<file path="src/rtl/instr_fetch.sv">
// Instruction fetch stage: owns the PC, reads one byte at a time and assembles
// 1..3 byte 6502 instructions for the decoder over a valid/ready handshake.
module instr_fetch #(
    parameter logic [15:0] RESET_PC = 16'h0200
) (
    input  logic        clk,
    input  logic        rst,
    output logic        mem_req,
    output logic [15:0] mem_addr,
    input  logic [7:0]  mem_rdata,
    input  logic        mem_rvalid,
    output logic        instr_valid,
    input  logic        instr_ready,
    output logic [7:0]  instr_opcode,
    output logic [15:0] instr_operand,
    output logic [1:0]  instr_len,
    output logic [15:0] instr_pc,
    input  logic        redirect,
    input  logic [15:0] redirect_pc
);

    typedef enum logic [2:0] {
        ST_IDLE = 3'd0,
        ST_OP   = 3'd1,
        ST_LO   = 3'd2,
        ST_HI   = 3'd3,
        ST_HOLD = 3'd4
    } state_t;

    state_t      state_r, state_s;
    logic [15:0] pc_r, pc_s;
    logic [7:0]  opcode_r, opcode_s;
    logic [15:0] operand_r, operand_s;
    logic [1:0]  len_r, len_s;
    logic [15:0] ipc_r, ipc_s;
    logic        mem_req_r;
    logic        instr_valid_r;

    // Instruction length from the opcode byte alone.
    function automatic logic [1:0] decode_len(input logic [7:0] op);
        logic [1:0] len_v;
        if ((op[3:2] == 2'b11) || ((op[3:0] == 4'h9) && op[4]) || (op == 8'h20)) begin
            len_v = 2'd3;
        end else if ((op[3:0] == 4'h8) || (op[3:0] == 4'hA) ||
                     (op == 8'h00) || (op == 8'h40) || (op == 8'h60)) begin
            len_v = 2'd1;
        end else begin
            len_v = 2'd2;
        end
        return len_v;
    endfunction

    // Next-state logic; redirect overrides every state and drops any returning byte.
    always_comb begin
        state_s   = state_r;
        pc_s      = pc_r;
        opcode_s  = opcode_r;
        operand_s = operand_r;
        len_s     = len_r;
        ipc_s     = ipc_r;
        if (redirect) begin
            state_s = ST_OP;
            pc_s    = redirect_pc;
        end else begin
            case (state_r)
                ST_IDLE: begin
                    state_s = ST_OP;
                end
                ST_OP: begin
                    if (mem_rvalid) begin
                        opcode_s  = mem_rdata;
                        ipc_s     = pc_r;
                        operand_s = 16'h0000;
                        pc_s      = pc_r + 16'h0001;
                        len_s     = decode_len(mem_rdata);
                        state_s   = (len_s == 2'd1) ? ST_HOLD : ST_LO;
                    end else begin
                        state_s = ST_OP;
                    end
                end
                ST_LO: begin
                    if (mem_rvalid) begin
                        operand_s[7:0] = mem_rdata;
                        pc_s           = pc_r + 16'h0001;
                        state_s        = (len_r == 2'd3) ? ST_HI : ST_HOLD;
                    end else begin
                        state_s = ST_LO;
                    end
                end
                ST_HI: begin
                    if (mem_rvalid) begin
                        operand_s[15:8] = mem_rdata;
                        pc_s            = pc_r + 16'h0001;
                        state_s         = ST_HOLD;
                    end else begin
                        state_s = ST_HI;
                    end
                end
                ST_HOLD: begin
                    if (instr_ready) begin
                        state_s = ST_OP;
                    end else begin
                        state_s = ST_HOLD;
                    end
                end
                default: begin
                    state_s = ST_IDLE;
                end
            endcase
        end
    end

    // Registers; request and valid flags are decoded from the next state so they are flops.
    always_ff @(posedge clk or posedge rst) begin
        if (rst) begin
            state_r       <= ST_IDLE;
            pc_r          <= RESET_PC;
            opcode_r      <= 8'h00;
            operand_r     <= 16'h0000;
            len_r         <= 2'd0;
            ipc_r         <= 16'h0000;
            mem_req_r     <= 1'b0;
            instr_valid_r <= 1'b0;
        end else begin
            state_r       <= state_s;
            pc_r          <= pc_s;
            opcode_r      <= opcode_s;
            operand_r     <= operand_s;
            len_r         <= len_s;
            ipc_r         <= ipc_s;
            mem_req_r     <= (state_s == ST_OP) || (state_s == ST_LO) || (state_s == ST_HI);
            instr_valid_r <= (state_s == ST_HOLD);
        end
    end

    assign mem_req       = mem_req_r;
    assign mem_addr      = pc_r;
    assign instr_valid   = instr_valid_r;
    assign instr_opcode  = opcode_r;
    assign instr_operand = operand_r;
    assign instr_len     = len_r;
    assign instr_pc      = ipc_r;

endmodule

</file>
<file path="config.mk">
export PLATFORM = sky130hd
export DESIGN_NAME = instr_fetch
export DESIGN_NICKNAME = d
export VERILOG_FILES = /design/src/rtl/instr_fetch.sv
export SDC_FILE = /design/constraint.sdc
export NUM_CORES = 1
export LEC_CHECK = 0
export CORE_MARGIN = 2
export CORE_UTILIZATION = 46
export DETAILED_ROUTE_END_ITERATION = 10
export PLACE_DENSITY = 0.79
export SETUP_SLACK_MARGIN = 0.1
export SLEW_MARGIN = 20
export SYNTH_ARGS = -nofsm -noshare
export SYNTH_HDL_FRONTEND = slang
export SYNTH_SLANG_ARGS = --single-unit
export TNS_END_PERCENT = 100
</file>
<file path="constraint.sdc">
create_clock -name clk -period 2.2 [get_ports clk]
set_clock_uncertainty 0.05 [all_clocks]
set_input_delay 0.22 -clock clk [delete_from_list [all_inputs] [get_ports clk]]
set_output_delay 0.22 -clock clk [all_outputs]
set_load 0.02 [all_outputs]
</file>
======== Yosys cells after proc, flatten, opt, wreduce, memory -nomap -nowiden ========
Index checks and enable logic that the tools add are counted.
storage, ports and cells
  word-level logic and storage cells ...... 71
  input bits .............................. 29
  output and inout port bits .............. 60
  register bits after elaboration ......... 63
cells by class
  muxes and demuxes ....................... 20
  add/sub/neg operators ................... 1
  reduce and logical (&&, ||, !) cells .... 20
  bitwise gates (word level) .............. 1
  equal/unequal tests ..................... 20
operator list
  operator                                                         count
  16-bit two-way mux                                               4
  8-bit one-hot mux with 2 select lines                            2
  3-bit two-way mux                                                7
  16-bit by 1-bit adder with 16-bit output, second input constant  1
  8-bit by 7-bit == test with 1-bit output, second input constant  2
  3-bit one-hot mux with 5 select lines                            1
  3-bit by 2-bit == test with 1-bit output, second input constant  4
  4-bit == test, second input constant                             3
  2-bit two-way mux                                                5
  8-bit by 6-bit == test with 1-bit output, second input constant  1
  8-bit logical NOT                                                1
  1-bit logical OR                                                 8
  8-bit two-way mux                                                1
  4-bit AND reduction                                              2
  2-bit nonzero test                                               4
  3-bit by 1-bit == test with 1-bit output, second input constant  2
  3-bit == test, second input constant                             2
  2-bit inequality test, second input constant                     3
  2-bit == test, second input constant                             2
  3-bit logical NOT                                                1
  3-bit AND reduction                                              1
  3-bit OR reduction                                               1
  2-bit by 1-bit == test with 1-bit output, second input constant  1
  2-bit AND reduction                                              1
  2 further kinds                                                  2

======== Logic depth before layout (Yosys ltp) ========
  word-level depth ........................ 18
  gate-level depth with buffers ........... 7
  mapped depth without buffers ............ 5

======== Worst setup path before layout ========
No wires, ideal clock.
  path kind ............................... register to register
  from .................................... register pc_r[0], in the netlist mem_addr[0]
  to ...................................... register pc_r[14], in the netlist mem_addr[14]
  required time ........................... 2.068 ns
  period minus slack after synthesis ...... 1.983 ns
  stages on the path, launching flop included .. 7
  arrival ................................. 1.851 ns
  path slack .............................. 0.217 ns
  library setup time ...................... 0.082 ns
  buffers on the path ..................... 1
  cell sequence ........................... dfrtp_1 ha_1 nand2_1 or3_1 buf_2 or4_1 a31oi_1
between the ends
  word-level cells in the longest chain between the ends .. 4
RTL lines
  item                                      RTL line    text
  start: declaration                        31          logic [15:0] pc_r, pc_s;
  start signal: assignment                  126         pc_r <= pc_s;
  16-bit by 1-bit adder with 16-bit output  74, 84, 93
  16-bit two-way mux                        70, 82, 91
  16-bit two-way mux                        --
  16-bit two-way mux                        61          if (redirect) begin
Every way passes these cells. The select of a mux whose other input is x is not followed.
A chain may end at the register's enable or synchronous reset.

======== Worst setup path in the final report ========
  from .................................... register pc_r[3], in the netlist mem_addr[3]
  to ...................................... register pc_r[13], in the netlist mem_addr[13]
The elaborated chain is that of the path after synthesis.

==> summary.txt <==
Power
  • Cell-internal power: 2.45 mW
  • Part of the power in the clock network: 23.5%
  • Peak supply drop: 516 uV
  • Final Total Pwr: about 3.6 mW
  • Leak Pwr: 1.66 nW
  • Pwr Density: slightly below 900 mW/mm^2
  • Switching part of the total power: 32.2%
  • Logic pwr share: between 30 and 40%
  • Flop pwr share: between 40% and 50%
  • Psw: 1.16 mW

Setup path
  • Crit path kind: flop to flop
  • Largest delay share family, worst path: simple AND/OR/NAND/NOR gates
  • Critical Path Fanout Max: 12
  • CP Cell Sequence: and3_1 > nand3_1 > or4_1 > a31oi_1
  • CP peak stage delay: 0.59 ns
  • Data required, critical path: 2.40 ns
  • Slowest-stage cell, CP: or4_1
  • Setup crit start kind: flop
  • Worst EP arrival: 2.14 ns
  • Crit end category: flop
  • WP buf/inv: 0

GRT
  • First-pass GRT wire length: about 12,000 um
  • GRT Residual Overflow: 0
  • Largest net degree at the start of global routing: 37
  • Initial antenna violation count: 0
  • Vias in the first global route: 2,490
  • Total GRT Usage: between 20% and 30%

Die
  • Die X: 82.9 um
  • Die height: 82.9 um
  • Die area: 0.00688 mm^2
  • Core Footprint: 0.00596 mm^2
  • Starting density of the core: ~48%
  • Io pins: 89
  • # rows: 28

Synthesis
  • Synthesized instance count: around 280
  • Post-synth ARST share: 100%
  • Sequential fraction of the synthesis area: 55.1%
  • #FFs+latches synth: 63
  • Post-synth top cells: dfrtp_1, nand2_1, o21ai_0
  • Yosys warnings: 0
  • Most common cell in the netlist: dfrtp_1
  • Dominant cells by area after synthesis: dfrtp_1, mux2_2, nand2_1, o21ai_0, a31oi_1
  • EDFF count, synth: 0
  • Netlist Area Pre-Place: 0.00287 mm^2
  • Area leader, netlist: dfrtp_1
  • Synthesized Nets: 306
  • Synth top area share: 54.1%
  • Library cells used by synthesis: 40
  • Ys flop type: dfrtp_1
  • Mean Syn Cell Area: 10.4 um^2

Finish
  • Area delta synth->final: 42.1%
  • Diode count: 0
  • Nets: 407
  • Proportion of layout cells with a drive suffix above 1: 15.2%
  • Final core utilization: 68.4%

Detailed routing
  • DRC errors left: 0
  • Overall routed net length: slightly above 7000 um
  • M1 wire length: 3120 um
  • WL met2: 3530 um
  • Final ANT Viol Nets: 0
  • DR WL/cell: roughly 16 um
  • Via Count: 2,478
  • Met3 routed WL: 346 um
  • DRT Pass-1 Iters: 4
  • Initial DRC count: 166
  • Top layer in use: met4
  • Vias per cell: 5.43

Job
  • Max cap viols: 0

Placement
  • Gp weighted congestion: 0.770
  • Worst slack, placed: 0.0513 ns
  • Post-DP HPWL: 5150 um
  • IO buf count: 88

CTS
  • Worst-path clk slew: 0.07 ns
  • CTS tree: done
  • Clk root buf: clkbuf_8
  • CTS sink count: 63
  • Latest clock arrival within the worst-skew pair: approximately 0.33 ns
  • Num CTS Buffers: 9
  • H-tree levels: 3
  • Maximum clock path buffer count: 2
  • Post CTS Setup Buffer Count: 0
  • CTS Hold Bufs: 0

Timing
  • Hold Fails Final Rpt: 0
  • Fin crit share: 88.0%
  • Max Slew Vio Count: 0
  • Fin Hold WS: 0.232 ns
  • Post-route setup TNS: 0 ns
  • Final worst setup slack: 0.264 ns
  • Minimum clock period: 1.94 ns
  • Final Setup Violations: 0
  • Unrepaired setup endpoints after global routing: no
  • Slew HR: about three fifths
  • Least-Margin Pin Slew: ~0.6 ns
  • Fmax: 516 MHz

Worst hold path
  • Type of the worst min-delay path: input port to async pin

Status
  • Run status: finished, final reports clean
## worst min-delay path: cells and delay by family
kind,cells,cell delay (ns)
buf+inv,3,0.79
## flip-flops by register name, summed over array words and instances (netlist names)
signal and flops:
instr_operand 16, instr_pc 16, mem_addr 16, instr_opcode 8
state_r 3, instr_len 2, instr_valid 1, mem_req 1
## final timing paths
path                       cells past startpoint               end  slack (ns)        startpoint
min in group clk                               3       mem_addr[9]        0.39    redirect_pc[9]
max in group asynchronous                      3       mem_addr[9]        1.49               rst
min                                            3  instr_operand[8]        0.23               rst
max reg2reg                                    4      mem_addr[13]        0.26       mem_addr[3]
max                                            4      mem_addr[13]        0.26       mem_addr[3]
min reg2reg                                    2  instr_operand[8]        0.43  instr_operand[8]
## per-layer routing
layer,vias up,track usage [%]
met3,16,4.47
met1,1216,28.8
li1,1175,-
met5,-,0
met4,0,9.24
met2,71,35.0
## layout make-up
type	instances	area, um^2
multi-input cells	193	1200
fillers	500	1880
inverters	5	18.8
well taps	75	93.8
clock buffers	14	153
flip-flops and latches	63	1580
clock inverters	1	5.00
repair buffers	105	1020
## layout by cell type (no fill, tap or decap), types with 2 or more instances in the layout
cell              n
clkdlybuf4s50_1  88
dfrtp_1          62
nand2_1          50
o21ai_0          27
mux2_2           24
buf_4            16
nor2_1           15
clkbuf_8         10
nand3_1           9
a31oi_1           9
or4_1             6
xnor2_1           6
inv_1             4
o31ai_1           4
nor4_1            4
clkbuf_1          4
nor2b_1           3
nor3b_1           3
nand4_1           3
xor2_1            2
and3_1            2
o211ai_1          2
or3_1             2
nor3_1            2
nand2b_1          2
a21o_1            2
o21bai_1          2
## cell families (layout without fill, tap and decap cells)
group	count (synthesis)	after routing	synth area share [%]
buf+inv	20	125	3.10
compound gates	51	51	10.7
xor+xnor	8	8	2.45
flops	63	63	55.1
mux	25	25	9.78
fa+ha+maj	1	1	0.437
simple gates	108	108	18.5
## power groups by stage
stage,registers (mW),clock network (mW),logic (mW)
2_1_floorplan,1.80,0,0.354
3_3_place_gp,1.54,0,1.21
3_5_place_dp,1.55,0,1.23
4_1_cts,1.54,0.858,1.24
5_1_grt,1.56,0.924,1.31
6_report,1.53,0.846,1.23
## what timing repair did
| action | CTS | global route |
|---|---|---|
| endpoints found under the hold margin | 0 | 0 |
| resized for setup | 0 | 1 |
| setup endpoints to repair | 0 | 2 |
## stage by stage
| stage | instance area [um^2] | std cells |
|---|---|---|
| 2_1_floorplan | 2870 | 276 |
| 3_3_place_gp | 3910 | 441 |
| 3_5_place_dp | 3910 | 441 |
| 4_1_cts | 4070 | 456 |
| 5_1_grt | 4070 | 456 |
| 6_report | 4070 | 456 |
(Power assumes the default switching activity.)
